File: src/rtl/frame_dmac_replace_if.sv
// Descriptor, packet-buffer read and transmit-FIFO signals of frame_dmac_replace.
// The slave modport is the DMAC-replace stage; master is its surroundings.
interface frame_dmac_replace_if;
  logic [47:0]  iv_dmac;
  logic [8:0]   iv_bufid;
  logic         i_dmac_replace_flag;
  logic         i_lookup_table_match_flag;
  logic         i_descriptor_wr;
  logic         o_descriptor_ready;
  logic         o_pkt_rd;
  logic [15:0]  ov_pkt_raddr;
  logic [133:0] iv_pkt_rdata;
  logic [8:0]   iv_fifo_usedw;
  logic [133:0] ov_data;
  logic         o_data_wr;
  logic         o_pkt_bufid_wr;
  logic [8:0]   ov_pkt_bufid;

  modport master (
    output iv_dmac, iv_bufid, i_dmac_replace_flag, i_lookup_table_match_flag,
           i_descriptor_wr, iv_pkt_rdata, iv_fifo_usedw,
    input  o_descriptor_ready, o_pkt_rd, ov_pkt_raddr, ov_data, o_data_wr,
           o_pkt_bufid_wr, ov_pkt_bufid
  );

  modport slave (
    input  iv_dmac, iv_bufid, i_dmac_replace_flag, i_lookup_table_match_flag,
           i_descriptor_wr, iv_pkt_rdata, iv_fifo_usedw,
    output o_descriptor_ready, o_pkt_rd, ov_pkt_raddr, ov_data, o_data_wr,
           o_pkt_bufid_wr, ov_pkt_bufid
  );
endinterface

File: src/rtl/frame_dmac_replace.sv
// Reads a looked-up frame from the packet buffer, overwrites the DMAC field of the
// first word when requested, streams it to the transmit FIFO and releases the buffer.
module frame_dmac_replace #(
  parameter logic [8:0] START_THRESHOLD = 9'd384
) (
  input  logic                 i_clk,
  input  logic                 i_rst,
  frame_dmac_replace_if.slave  io,
  output logic [15:0]          ov_tx_pkt_cnt,
  output logic [15:0]          ov_discard_pkt_cnt
);

  typedef enum logic [1:0] {IDLE, WAIT_SPACE, READ} state_e;

  state_e        state_q, state_d;
  logic [8:0]    bufid_q, bufid_d;
  logic [47:0]   dmac_q, dmac_d;
  logic          replace_q, replace_d;
  logic [6:0]    offset_q, offset_d;
  logic          rd_q, rd_d;
  logic [1:0]    vld_q, vld_d;
  logic [1:0]    lst_q, lst_d;
  logic [1:0]    first_q, first_d;
  logic [133:0]  data_q, data_d;
  logic          data_wr_q, data_wr_d;
  logic          rel_q, rel_d;
  logic [8:0]    rel_bufid_q, rel_bufid_d;
  logic [15:0]   tx_cnt_q, tx_cnt_d;
  logic [15:0]   disc_cnt_q, disc_cnt_d;
  logic [133:0]  word;
  logic          ready;

  assign ready = (state_q == IDLE) && !i_rst;

  always_comb begin
    state_d     = state_q;
    bufid_d     = bufid_q;
    dmac_d      = dmac_q;
    replace_d   = replace_q;
    offset_d    = offset_q;
    rd_d        = rd_q;
    data_d      = data_q;
    data_wr_d   = 1'b0;
    rel_d       = 1'b0;
    rel_bufid_d = rel_bufid_q;
    tx_cnt_d    = tx_cnt_q;
    disc_cnt_d  = disc_cnt_q;
    // Per-read tags travel with the 2-cycle read latency so the returning word knows its position.
    vld_d       = {vld_q[0], rd_q};
    lst_d       = {lst_q[0], rd_q && (offset_q == 7'd127)};
    first_d     = {first_q[0], rd_q && (offset_q == 7'd0)};

    word = io.iv_pkt_rdata;
    if (first_q[1] && replace_q) word[127:80] = dmac_q;
    if (lst_q[1]) word[132] = 1'b1;

    unique case (state_q)
      IDLE: begin
        if (io.i_descriptor_wr && ready) begin
          bufid_d   = io.iv_bufid;
          dmac_d    = io.iv_dmac;
          replace_d = io.i_dmac_replace_flag;
          offset_d  = '0;
          if (io.i_lookup_table_match_flag) begin
            state_d = WAIT_SPACE;
          end else begin
            rel_d       = 1'b1;
            rel_bufid_d = io.iv_bufid;
            disc_cnt_d  = disc_cnt_q + 16'd1;
          end
        end
      end
      WAIT_SPACE: begin
        if (io.iv_fifo_usedw < START_THRESHOLD) begin
          rd_d     = 1'b1;
          offset_d = '0;
          state_d  = READ;
        end
      end
      READ: begin
        if (rd_q) begin
          if (offset_q == 7'd127) rd_d = 1'b0;
          else                    offset_d = offset_q + 7'd1;
        end
        if (vld_q[1]) begin
          data_d    = word;
          data_wr_d = 1'b1;
          // The tail ends the frame; the two reads still in flight are dropped here.
          if (word[132]) begin
            rd_d        = 1'b0;
            vld_d       = '0;
            lst_d       = '0;
            first_d     = '0;
            rel_d       = 1'b1;
            rel_bufid_d = bufid_q;
            tx_cnt_d    = tx_cnt_q + 16'd1;
            state_d     = IDLE;
          end
        end
      end
      default: state_d = IDLE;
    endcase
  end

  always_ff @(posedge i_clk) begin
    if (i_rst) begin
      state_q     <= IDLE;
      bufid_q     <= '0;
      dmac_q      <= '0;
      replace_q   <= 1'b0;
      offset_q    <= '0;
      rd_q        <= 1'b0;
      vld_q       <= '0;
      lst_q       <= '0;
      first_q     <= '0;
      data_q      <= '0;
      data_wr_q   <= 1'b0;
      rel_q       <= 1'b0;
      rel_bufid_q <= '0;
      tx_cnt_q    <= '0;
      disc_cnt_q  <= '0;
    end else begin
      state_q     <= state_d;
      bufid_q     <= bufid_d;
      dmac_q      <= dmac_d;
      replace_q   <= replace_d;
      offset_q    <= offset_d;
      rd_q        <= rd_d;
      vld_q       <= vld_d;
      lst_q       <= lst_d;
      first_q     <= first_d;
      data_q      <= data_d;
      data_wr_q   <= data_wr_d;
      rel_q       <= rel_d;
      rel_bufid_q <= rel_bufid_d;
      tx_cnt_q    <= tx_cnt_d;
      disc_cnt_q  <= disc_cnt_d;
    end
  end

  assign io.o_descriptor_ready = ready;
  assign io.o_pkt_rd           = rd_q;
  assign io.ov_pkt_raddr       = {bufid_q, offset_q};
  assign io.ov_data            = data_q;
  assign io.o_data_wr          = data_wr_q;
  assign io.o_pkt_bufid_wr     = rel_q;
  assign io.ov_pkt_bufid       = rel_bufid_q;
  assign ov_tx_pkt_cnt         = tx_cnt_q;
  assign ov_discard_pkt_cnt    = disc_cnt_q;

endmodule

File: src/flat_wrapper.sv
// flat-port wrapper written by rule: the top's interface ports become plain ports
module frame_dmac_replace_flat 
#(
  parameter logic [8:0] START_THRESHOLD = 9'd384
)
  (i_clk, i_rst, ov_tx_pkt_cnt, ov_discard_pkt_cnt, io_iv_dmac, io_iv_bufid, io_i_dmac_replace_flag, io_i_lookup_table_match_flag, io_i_descriptor_wr, io_iv_pkt_rdata, io_iv_fifo_usedw, io_o_descriptor_ready, io_o_pkt_rd, io_ov_pkt_raddr, io_ov_data, io_o_data_wr, io_o_pkt_bufid_wr, io_ov_pkt_bufid);
  frame_dmac_replace_if io_i ();
  input  logic i_clk;
  input  logic i_rst;
  output logic [15:0] ov_tx_pkt_cnt;
  output logic [15:0] ov_discard_pkt_cnt;
  input wire logic [$bits(io_i.iv_dmac)-1:0] io_iv_dmac;
  input wire logic [$bits(io_i.iv_bufid)-1:0] io_iv_bufid;
  input wire logic [$bits(io_i.i_dmac_replace_flag)-1:0] io_i_dmac_replace_flag;
  input wire logic [$bits(io_i.i_lookup_table_match_flag)-1:0] io_i_lookup_table_match_flag;
  input wire logic [$bits(io_i.i_descriptor_wr)-1:0] io_i_descriptor_wr;
  input wire logic [$bits(io_i.iv_pkt_rdata)-1:0] io_iv_pkt_rdata;
  input wire logic [$bits(io_i.iv_fifo_usedw)-1:0] io_iv_fifo_usedw;
  output wire logic [$bits(io_i.o_descriptor_ready)-1:0] io_o_descriptor_ready;
  output wire logic [$bits(io_i.o_pkt_rd)-1:0] io_o_pkt_rd;
  output wire logic [$bits(io_i.ov_pkt_raddr)-1:0] io_ov_pkt_raddr;
  output wire logic [$bits(io_i.ov_data)-1:0] io_ov_data;
  output wire logic [$bits(io_i.o_data_wr)-1:0] io_o_data_wr;
  output wire logic [$bits(io_i.o_pkt_bufid_wr)-1:0] io_o_pkt_bufid_wr;
  output wire logic [$bits(io_i.ov_pkt_bufid)-1:0] io_ov_pkt_bufid;
  assign io_i.iv_dmac = io_iv_dmac;
  assign io_i.iv_bufid = io_iv_bufid;
  assign io_i.i_dmac_replace_flag = io_i_dmac_replace_flag;
  assign io_i.i_lookup_table_match_flag = io_i_lookup_table_match_flag;
  assign io_i.i_descriptor_wr = io_i_descriptor_wr;
  assign io_i.iv_pkt_rdata = io_iv_pkt_rdata;
  assign io_i.iv_fifo_usedw = io_iv_fifo_usedw;
  assign io_o_descriptor_ready = io_i.o_descriptor_ready;
  assign io_o_pkt_rd = io_i.o_pkt_rd;
  assign io_ov_pkt_raddr = io_i.ov_pkt_raddr;
  assign io_ov_data = io_i.ov_data;
  assign io_o_data_wr = io_i.o_data_wr;
  assign io_o_pkt_bufid_wr = io_i.o_pkt_bufid_wr;
  assign io_ov_pkt_bufid = io_i.ov_pkt_bufid;
  frame_dmac_replace #(.START_THRESHOLD(START_THRESHOLD)) u_core (.i_clk(i_clk), .i_rst(i_rst), .io(io_i), .ov_tx_pkt_cnt(ov_tx_pkt_cnt), .ov_discard_pkt_cnt(ov_discard_pkt_cnt));
endmodule
File: config.mk
export PLATFORM = sky130hd
export DESIGN_NAME = frame_dmac_replace_flat
export DESIGN_NICKNAME = d
export VERILOG_FILES = /design/src/rtl/frame_dmac_replace_if.sv /design/src/rtl/frame_dmac_replace.sv /design/src/flat_wrapper.sv
export SDC_FILE = /design/constraint.sdc
export NUM_CORES = 1
export LEC_CHECK = 0
export ABC_AREA = 1
export CORE_MARGIN = 4
export CORE_UTILIZATION = 39
export CTS_CLUSTER_SIZE = 8
export DETAILED_ROUTE_END_ITERATION = 7
export PLACE_DENSITY = 0.75
export RECOVER_POWER = 50
export SLEW_MARGIN = 20
export SYNTH_ARGS = -nofsm -noshare
export SYNTH_HDL_FRONTEND = slang
export SYNTH_SLANG_ARGS = --single-unit
File: constraint.sdc
create_clock -name i_clk -period 1.5 [get_ports i_clk]
set_input_delay 0.225 -clock i_clk [delete_from_list [all_inputs] [get_ports i_clk]]
set_output_delay 0.225 -clock i_clk [all_outputs]
set_load 0.005 [all_outputs]
==> results.cfg, run 1 <==
[floorplanning]
fp.dieW_um = 168
placementRows = 58
die_h_um = 168
core_um2 = 25100
start_util = 0.395
io_pins = 400
design.die.area_um2 = 28100

[grt]
grt_overflow = 0
grt_max_degree = 109
grt_pass1_vias = 9920
grt_pass1_wl_mm = 52.2
grt_usage = 0.225
antenna_found_initial = 1

[setup_path]
end_kind = output port
rr_worst_depth = 6
cp_max_fo = 5
critPathLaunchType = register
cp_cell_sequence = buf_4 > dlygate4sd2_1
cp.required_ns = 1.27
path_class = register to output port
critPathArrivalTime_ns = 1.24
cpPeakStageDelay_ns = 0.34
crit_path_top_delay_cell = dfxtp_2

[clocking]
cts-root-buf = clkbuf_16
cts_buffers = 37
cts_max_level = 2
path_clk_slew_ns = 0.05
cts_hold_buf = 0
cts.path.max_buffers = 3
cts_tree = yes
clk-insertion-delay-late_ns = 0.50
cts.sinks = 251

[synthesis]
synth_area_leaders = dfxtp_1, nand2_1, a21oi_1, o211ai_1, inv_1
synth_area_um2 = 9930
synth_cells = 1322
yosysSeqAreaShare = 0.506
synth_edf_count = 0
ys_ff_latch = 251
synth_top_area_share = 0.506
synth_warnings = 0
synth_nets = 1531
async_flop_share = 0
synth_ff_type = dfxtp_1
synth.largest_area_cell = dfxtp_1
yosysUniqueCellTypes = 30
synth.avg_cell_area_um2 = 7.51

[hold_path]
whs_path_depth = 3
hold_class = primary input to register

[pwr]
total_leakage_power_nw = 7.15
power_density_nw_per_um2 = 1020
ir_worst_vdd_v = 0.000667
power.total_mw = 15.9

[route]
drcViolationCount = 0
vias_per_cell = 4.93
firstDrtPassIters = 5
drt_iter0_markers = 820
totalWireLength_mm = 33.5
wl_per_cell_um = 16.1
vias = 10243
drtAntennaViolNets = 0

[placed_design]
hpwl_mm = 23.8
port_buffers = 392
routabilityCongestion = 0.846

[cells_and_area]
num-nets-final = 1953
seq_area_um2 = 5080
drive_above_1_share = 0.107
area_delta_synth_final_pct = 57.3
multi_input_area_um2 = 4130
nFillCells = 2303

[status]
status = finished clean

[timing]
tightest_slew_ns = 0.520
min_period_ns = 1.46
setup_viol = 0
setup_tns_ns = 0
slew-limit-headroom = 0.653
maxSlewViolCount = 0
clock.fmax_mhz = 683
rsz0062_at_grt = yes
skew_ns = 0.0136
hold_viol = 0
fin_crit_sh = 0.976

[job]
drv_cap = 0
area by class of cell:
| class | count | share of cell area |
|---|---|---|
| flip-flops and latches | 251 | 0.326 |
| repair buffers | 467 | 0.284 |
| multi-input cells | 846 | 0.264 |
| clock buffers | 40 | 0.0627 |
| inverters | 141 | 0.0345 |
| well taps | 330 | 0.0264 |
| clock inverters | 2 | 0.00248 |
| diodes | 1 | 0.000160 |
metal layers:
layer  vias up  global-route usage  wire length [um]
met2       353               0.373             16200
li1       5148                   -                 -
met1      4652               0.290             13900
met3        90              0.0420              1960
met4         0              0.0921              1380
met5         -                   0                 0
report_power, final:
| group | switching (mW) | leakage [nW] | internal (mW) | total (mW) |
|---|---|---|---|---|
| registers | 0.0962 | 2.05 | 6.87 | 6.96 |
| clock network | 2.76 | 0.500 | 4.72 | 7.48 |
| logic | 0.625 | 4.60 | 0.812 | 1.44 |
Yosys cell counts, types with 2 or more instances:
master / count
inv_2: 5
nand4_1: 10
buf_1: 5
nor3b_1: 2
clkbuf_1: 49
nand2_1: 369
nor2_2: 2
inv_1: 134
nand2_2: 2
buf_2: 28
buf_4: 2
ha_1: 4
a211oi_1: 2
o21ai_0: 59
dfxtp_1: 251
o211ai_1: 87
a21oi_1: 152
xnor2_1: 2
nand3_1: 55
clkinv_1: 2
nor2_1: 68
o21ai_1: 2
nor3_1: 14
a31oi_1: 10
cell usage in the layout, fill, tap and decap left out, types with 39 or more instances in the layout:
cell,instances
nand2_1,364
dfxtp_1,217
clkbuf_16,39
a21oi_1,150
buf_4,58
o211ai_1,87
nand3_1,51
inv_1,132
dlygate4sd2_1,187
nor2_1,62
clkdlybuf4s50_1,196
o21ai_0,56
state kept, by name, summed over array words and instances, names as in the netlist:
name,count
u_core.bufid_q,9
u_core.dmac_q,48
u_core.first_q,2
u_core.io.o_data_wr,1
u_core.io.o_pkt_bufid_wr,1
u_core.io.o_pkt_rd,1
u_core.io.ov_data,134
u_core.io.ov_pkt_bufid,9
u_core.lst_q,2
u_core.offset_q,7
u_core.ov_discard_pkt_cnt,16
u_core.ov_tx_pkt_cnt,16
u_core.replace_q,1
u_core.state_q,2
u_core.vld_q,2
worst max-delay path: cells and delay by family, from the launching register on:
kind,cells,cell delay (ns)
buffers and inverters,2,0.41
flip-flops,1,0.34
kinds of logic (layout without fill, tap and decap cells):
kind of cell / after synthesis / in the layout / share of synthesized area
other: 0 / 1 / 0
AOI/OAI and AO/OA: 313 / 313 / 0.182
adders and majority gates: 4 / 4 / 0.00504
buffers and inverters: 225 / 650 / 0.0894
xor gates and xnor gates: 3 / 3 / 0.00265
and+or+nand+nor: 526 / 526 / 0.215
DFF: 251 / 251 / 0.506
timing repair:
item / 4_1_cts / 5_1_grt
endpoints found under the setup margin: 210 / 110
resized for setup: 236 / 47
setup buffers: 3 / 1
pin swaps: 1 / 5
final timing paths:
check / from / to / slack [ns]
setup / recovery: u_core.ov_discard_pkt_cnt[3]$_SDFFE_PP0P_ / ov_discard_pkt_cnt[3] / 0.04
hold / removal: io_iv_pkt_rdata[5] / u_core.io.ov_data[5]$_SDFFE_PP0P_ / 0.27
setup reg to reg: u_core.state_q[1]$_SDFFE_PP0P_ / u_core.io.ov_pkt_bufid[1]$_SDFFE_PP0P_ / 0.08
hold reg to reg: u_core.lst_q[0]$_SDFF_PP0_ / u_core.lst_q[1]$_SDFF_PP0_ / 0.41
through the flow:
stage / worst slack, ns / hold slack (ns) / utilization / instances / instance area, um^2
5_1_grt: -0.0520 / 0.270 / 0.622 / 2078 / 15600
6_report: 0.0353 / 0.273 / 0.622 / 2078 / 15600
2_1_floorplan: 0.0269 / 0.335 / - / 1322 / 9930
4_1_cts: -0.0134 / 0.256 / 0.617 / 2076 / 15500
3_5_place_dp: -0.185 / 0.406 / 0.582 / 2031 / 14600
3_3_place_gp: -0.166 / 0.409 / 0.582 / 2031 / 14600
No activity file was read; power rests on OpenSTA's default activity.
==> run 2: changes to the inputs <==
--- a/config.mk
+++ b/config.mk
@@ -7,10 +7,12 @@
 export LEC_CHECK = 0
 export ABC_AREA = 1
 export CORE_MARGIN = 4
-export CORE_UTILIZATION = 39
+export CORE_UTILIZATION = 40
+export CTS_BUF_LIST = sky130_fd_sc_hd__clkbuf_2 sky130_fd_sc_hd__clkbuf_4 sky130_fd_sc_hd__clkbuf_8
+export CTS_CLUSTER_DIAMETER = 100
 export CTS_CLUSTER_SIZE = 8
 export DETAILED_ROUTE_END_ITERATION = 7
-export PLACE_DENSITY = 0.75
+export PLACE_DENSITY = 0.77
 export RECOVER_POWER = 50
 export SLEW_MARGIN = 20
 export SYNTH_ARGS = -nofsm -noshare
==> constraint.sdc (replaced) <==
create_clock -name i_clk -period 1.5 [get_ports i_clk]
set_input_delay 0.3 -clock i_clk [delete_from_list [all_inputs] [get_ports i_clk]]
set_output_delay 0.3 -clock i_clk [all_outputs]
set_load 0.005 [all_outputs]
==> run 2 against run 1 <==
First-iteration DRC count shrank 11%. Wire length down 0.22%. Combinational power is 4% higher. Utilization increased by 0.82 points. Critical path depth grew 5. Critical path type is now register to register. Largest power group is now registers.
==> results.cfg, run 2 (synthesized netlist as in run 1, its figures left out) <==
[status]
status = finished clean

[setup_path]
end_kind = register
ff2ff_setup_slack_ns = 0.01
r2r-end = u_core.ov_discard_pkt_cnt[4]$_SDFFE_PP0P_
critPathLaunchType = register
path_class = register to register
cp.required_ns = 1.89
cpPeakStageDelay_ns = 0.36
critPathArrivalTime_ns = 1.88
cpMostUsedCell = buf_6
cp_cell_sequence = buf_6 > nor2_4 > nand4_4 > buf_6 > clkinvlp_4 > and3_1 > nor3_1
rr_startpoint = u_core.state_q[0]$_SDFFE_PP0P_
crit_path_top_delay_cell = dfxtp_4
crit_buf_inv = 3
rr_worst_depth = 7
critPathTopFamily = simple AND/OR/NAND/NOR gates
cp_max_fo = 8

[route]
totalWireLength_mm = 33.4
highest_layer = met4
drt_iter0_markers = 732
wl_met1_mm = 13.7
firstDrtPassIters = 5
drtAntennaViolNets = 0
wl_met2_mm = 16.2
vias = 10256
vias_per_cell = 4.95
wl_per_cell_um = 16.1
wl_met3_mm = 2.16
drcViolationCount = 0

[clocking]
cts_tree = yes
cts_buffers = 37
path_clk_slew_ns = 0.07
cts_hold_buf = 0
cts_max_level = 2
clk-insertion-delay-late_ns = 0.52
cts.path.max_buffers = 3
cts.sinks = 251
cts-root-buf = clkbuf_8

[timing]
clock.fmax_mhz = 672
rsz0062_at_grt = yes
maxSlewViolCount = 0
fin_crit_sh = 0.992
min_period_ns = 1.49
tightest_slew_ns = 0.400
hold_viol = 0
setup_viol = 0
slew-limit-headroom = 0.733
skew_ns = 0.0222
fin_hold_ws_ns = 0.134
setup_tns_ns = 0

[floorplanning]
design.die.area_um2 = 27400
die_h_um = 166
io_pins = 400
core_um2 = 24400
placementRows = 57
fp.dieW_um = 166
start_util = 0.407

[pwr]
power_density_nw_per_um2 = 859
total_leakage_power_nw = 6.92
power.total_mw = 13.2
ir_worst_vdd_v = 0.000682

[cells_and_area]
final_cell_mix = nand2_1, dfxtp_1, clkdlybuf4s50_1
largest_reg_flops = 134
final_cells = 2073
final_util = 0.630
num-nets-final = 1955
area_delta_synth_final_pct = 54.8
mostFrequentLayoutCell = nand2_1
drive_above_1_share = 0.129

[placed_design]
hpwl_mm = 23.4
placed_cells = 2012
routabilityCongestion = 0.875
port_buffers = 392

[grt]
grt_overflow = 0
antenna_found_initial = 0
grt_pass1_vias = 9582
grt_max_degree = 88
grt_usage = 0.222
grt_pass1_wl_mm = 49.5

[job]
drv_cap = 0

[hold_path]
hold_class = primary input to register
hold_end = u_core.first_q[1]$_SDFF_PP0_
whs_path_depth = 3
hp-start = i_rst
[run 2: how the worst max path moves through the flow]
stage               slack, ns                            start  cells past startpoint                                          to
floorplan                0.03  u_core.offset_q[0]$_SDFFE_PP0P_                      9             u_core.offset_q[0]$_SDFFE_PP0P_
global placement        -0.30               io_i_descriptor_wr                      6   u_core.ov_discard_pkt_cnt[6]$_SDFFE_PP0P_
detailed placement      -0.35               io_i_descriptor_wr                      5      u_core.io.ov_pkt_bufid[3]$_SDFFE_PP0P_
CTS                     -0.09   u_core.state_q[1]$_SDFFE_PP0P_                      2                       io_o_descriptor_ready
global route            -0.09   u_core.state_q[0]$_SDFFE_PP0P_                      8  u_core.ov_discard_pkt_cnt[12]$_SDFFE_PP0P_
finish                   0.01   u_core.state_q[0]$_SDFFE_PP0P_                      7   u_core.ov_discard_pkt_cnt[4]$_SDFFE_PP0P_
[run 2: where the power goes]
| group | leakage, nW | total, mW | internal [mW] | switching, mW |
|---|---|---|---|---|
| registers | 2.06 | 6.93 | 6.84 | 0.0919 |
| clock network | 0.281 | 4.77 | 2.32 | 2.45 |
| logic | 4.58 | 1.50 | 0.842 | 0.656 |
| total | 6.92 | 13.2 | 10.0 | 3.20 |
[run 2: layer usage]
layer,vias up,GRT usage
met5,-,0
li1,5153,-
met1,4669,0.283
met3,87,0.0467
met4,0,0.0975
met2,347,0.364
[run 2: final cells by class]
type	instances	area, um^2
clock inverters	2	15.0
clock buffers	39	537
diodes	1	2.50
fillers	2206	9020
well taps	324	405
multi-input cells	847	4210
inverters	141	549
flip-flops and latches	251	5110
repair buffers	468	4530
[run 2: repair_timing]
action / CTS / global route
endpoints found under the hold margin: 0 / 0
pin swaps: 2 / 17
buffers inserted: 11 / 5
endpoints found under the setup margin: 217 / 157
gates cloned: 1 / 3
resized for setup: 296 / 116
[run 2: metrics by stage]
stage	setup WS (ns)	cell area (um^2)
after global routing	-0.0944	15400
after detailed placement	-0.346	14500
after CTS	-0.0872	15000
final	0.0124	15400
after global placement	-0.297	14500
after floorplan	0.0269	9930
[run 2: worst min-delay path, stage by stage]
cell    delay [ns]
buf_4         0.14
buf_4         0.12
nor2_1        0.04
==> run 3: changes to the inputs <==
--- a/config.mk
+++ b/config.mk
@@ -12,6 +12,7 @@
 export CTS_CLUSTER_DIAMETER = 100
 export CTS_CLUSTER_SIZE = 8
 export DETAILED_ROUTE_END_ITERATION = 7
+export HOLD_SLACK_MARGIN = 0.15
 export PLACE_DENSITY = 0.77
 export RECOVER_POWER = 50
 export SLEW_MARGIN = 20
==> run 3 against run 2 <==
Clock skew is 0.0012 ns higher. Highest routed layer unchanged. Clock-buffer cell count unchanged. Non-clock buffer count grew 1.
==> results.cfg, run 3 (synthesized netlist as in run 1, its figures left out) <==
[route]
drcViolationCount = 0
totalWireLength_mm = 33.4
firstDrtPassIters = 5
drt_iter0_markers = 732
wl_per_cell_um = 16.1
vias = 10249
vias_per_cell = 4.94
drtAntennaViolNets = 0

[cells_and_area]
final_util = 0.630
final_cell_mix = nand2_1, dfxtp_1, clkdlybuf4s50_1
mostFrequentLayoutCell = nand2_1
num-nets-final = 1956
largest_reg_flops = 134
final_cells = 2074
nFillCells = 2204
area_delta_synth_final_pct = 54.9
drive_above_1_share = 0.129

[timing]
fin_crit_sh = 0.993
hold_viol = 0
skew_ns = 0.0234
slew-limit-headroom = 0.738
setup_tns_ns = 0
rsz0062_at_grt = yes
setup_viol = 0
min_period_ns = 1.49
setup_ws_ns = 0.0109
tightest_slew_ns = 0.393
clock.fmax_mhz = 672
maxSlewViolCount = 0

[floorplanning]
fp.dieW_um = 166
die_h_um = 166
design.die.area_um2 = 27400
placementRows = 57
core_um2 = 24400
start_util = 0.407
io_pins = 400

[clocking]
cts_max_level = 2
clk-insertion-delay-late_ns = 0.52
cts-root-buf = clkbuf_8
cts.path.max_buffers = 3
cts.sinks = 251
path_clk_slew_ns = 0.07
cts_tree = yes
cts_buffers = 37

[pwr]
ir_worst_vdd_v = 0.000683
switching_power_mw = 3.20
total_leakage_power_nw = 6.93
pwr-share-seq = 0.525
pwr-share-comb = 0.114
swShare = 0.243
clock_power_share = 0.361
power_density_nw_per_um2 = 859
p_int_mw = 10.0

[placed_design]
place_ws_ns = -0.346
placed_cells = 2012
routabilityCongestion = 0.875
port_buffers = 392
hpwl_mm = 23.4

[setup_path]
end_kind = register
cp.required_ns = 1.89
cp_max_fo = 8
critPathArrivalTime_ns = 1.88
path_class = register to register
critPathLaunchType = register

[hold_path]
hold_class = primary input to register

[grt]
antenna_found_initial = 0
grt_max_degree = 88
grt_usage = 0.222
grt_pass1_wl_mm = 49.5
grt_overflow = 0
grt_pass1_vias = 9591

[job]
drv_cap = 0

[status]
status = finished clean
## run 3: what timing repair did
action                                  CTS  global route
hold endpoints to repair                  1             0
endpoints found under the setup margin  217           157
pin swaps                                 2            17
resized for setup                       296           116
hold buffers                              1             0
cloned                                    1             3
buffers inserted                         11             5
## run 3: path summary, 6_finish.rpt
path / cells past startpoint / slack [ns] / to / startpoint
setup reg to reg: 7 / 0.01 / u_core.ov_discard_pkt_cnt[4]$_SDFFE_PP0P_ / u_core.state_q[0]$_SDFFE_PP0P_
hold / removal: 3 / 0.33 / u_core.io.ov_data[17]$_SDFFE_PP0P_ / io_iv_pkt_rdata[17]
setup / recovery: 7 / 0.01 / u_core.ov_discard_pkt_cnt[4]$_SDFFE_PP0P_ / u_core.state_q[0]$_SDFFE_PP0P_
hold reg to reg: 2 / 0.42 / u_core.vld_q[1]$_SDFF_PP0_ / u_core.vld_q[0]$_SDFF_PP0_
## run 3: power groups by stage
stage | registers [mW] | logic (mW) | clock network (mW)
after floorplan | 7.08 | 0.506 | 0
after global placement | 7.08 | 1.39 | 0
after detailed placement | 7.09 | 1.41 | 0
after CTS | 6.93 | 1.39 | 4.97
after global routing | 6.95 | 1.64 | 5.22
final | 6.93 | 1.50 | 4.77
## run 3: critical path, stage by stage, from the launching register on
cell        delay (ns)
dfxtp_4           0.36
buf_6             0.12
nor2_4            0.18
nand4_4           0.20
buf_6             0.18
clkinvlp_4        0.10
and3_1            0.16
nor3_1            0.05
## run 3: area by class of cell
| cell class | instances | area (um^2) | share of cell area |
|---|---|---|---|
| sequential | 251 | 5110 | 0.332 |
| timing repair buffer | 469 | 4540 | 0.295 |
| multi-input combinational | 847 | 4210 | 0.274 |
| inverter | 141 | 549 | 0.0357 |
| clock buffer | 39 | 537 | 0.0349 |
| tap | 324 | 405 | 0.0264 |
| clock inverter | 2 | 15.0 | 0.000976 |
| antenna | 1 | 2.50 | 0.000163 |
## run 3: metal layers
layer / GRT usage / routed length (um)
met3: 0.0467 / 2130
met1: 0.283 / 13800
met2: 0.364 / 16200
met4: 0.0975 / 1330
met5: 0 / 0
## run 3: metrics by stage
step	power, mW	hold slack [ns]	instance area [um^2]
global placement	8.47	0.407	14500
CTS	13.3	0.283	15000
detailed placement	8.50	0.410	14500
finish	13.2	0.330	15400
floorplan	7.59	0.404	9930
global route	13.8	0.296	15400
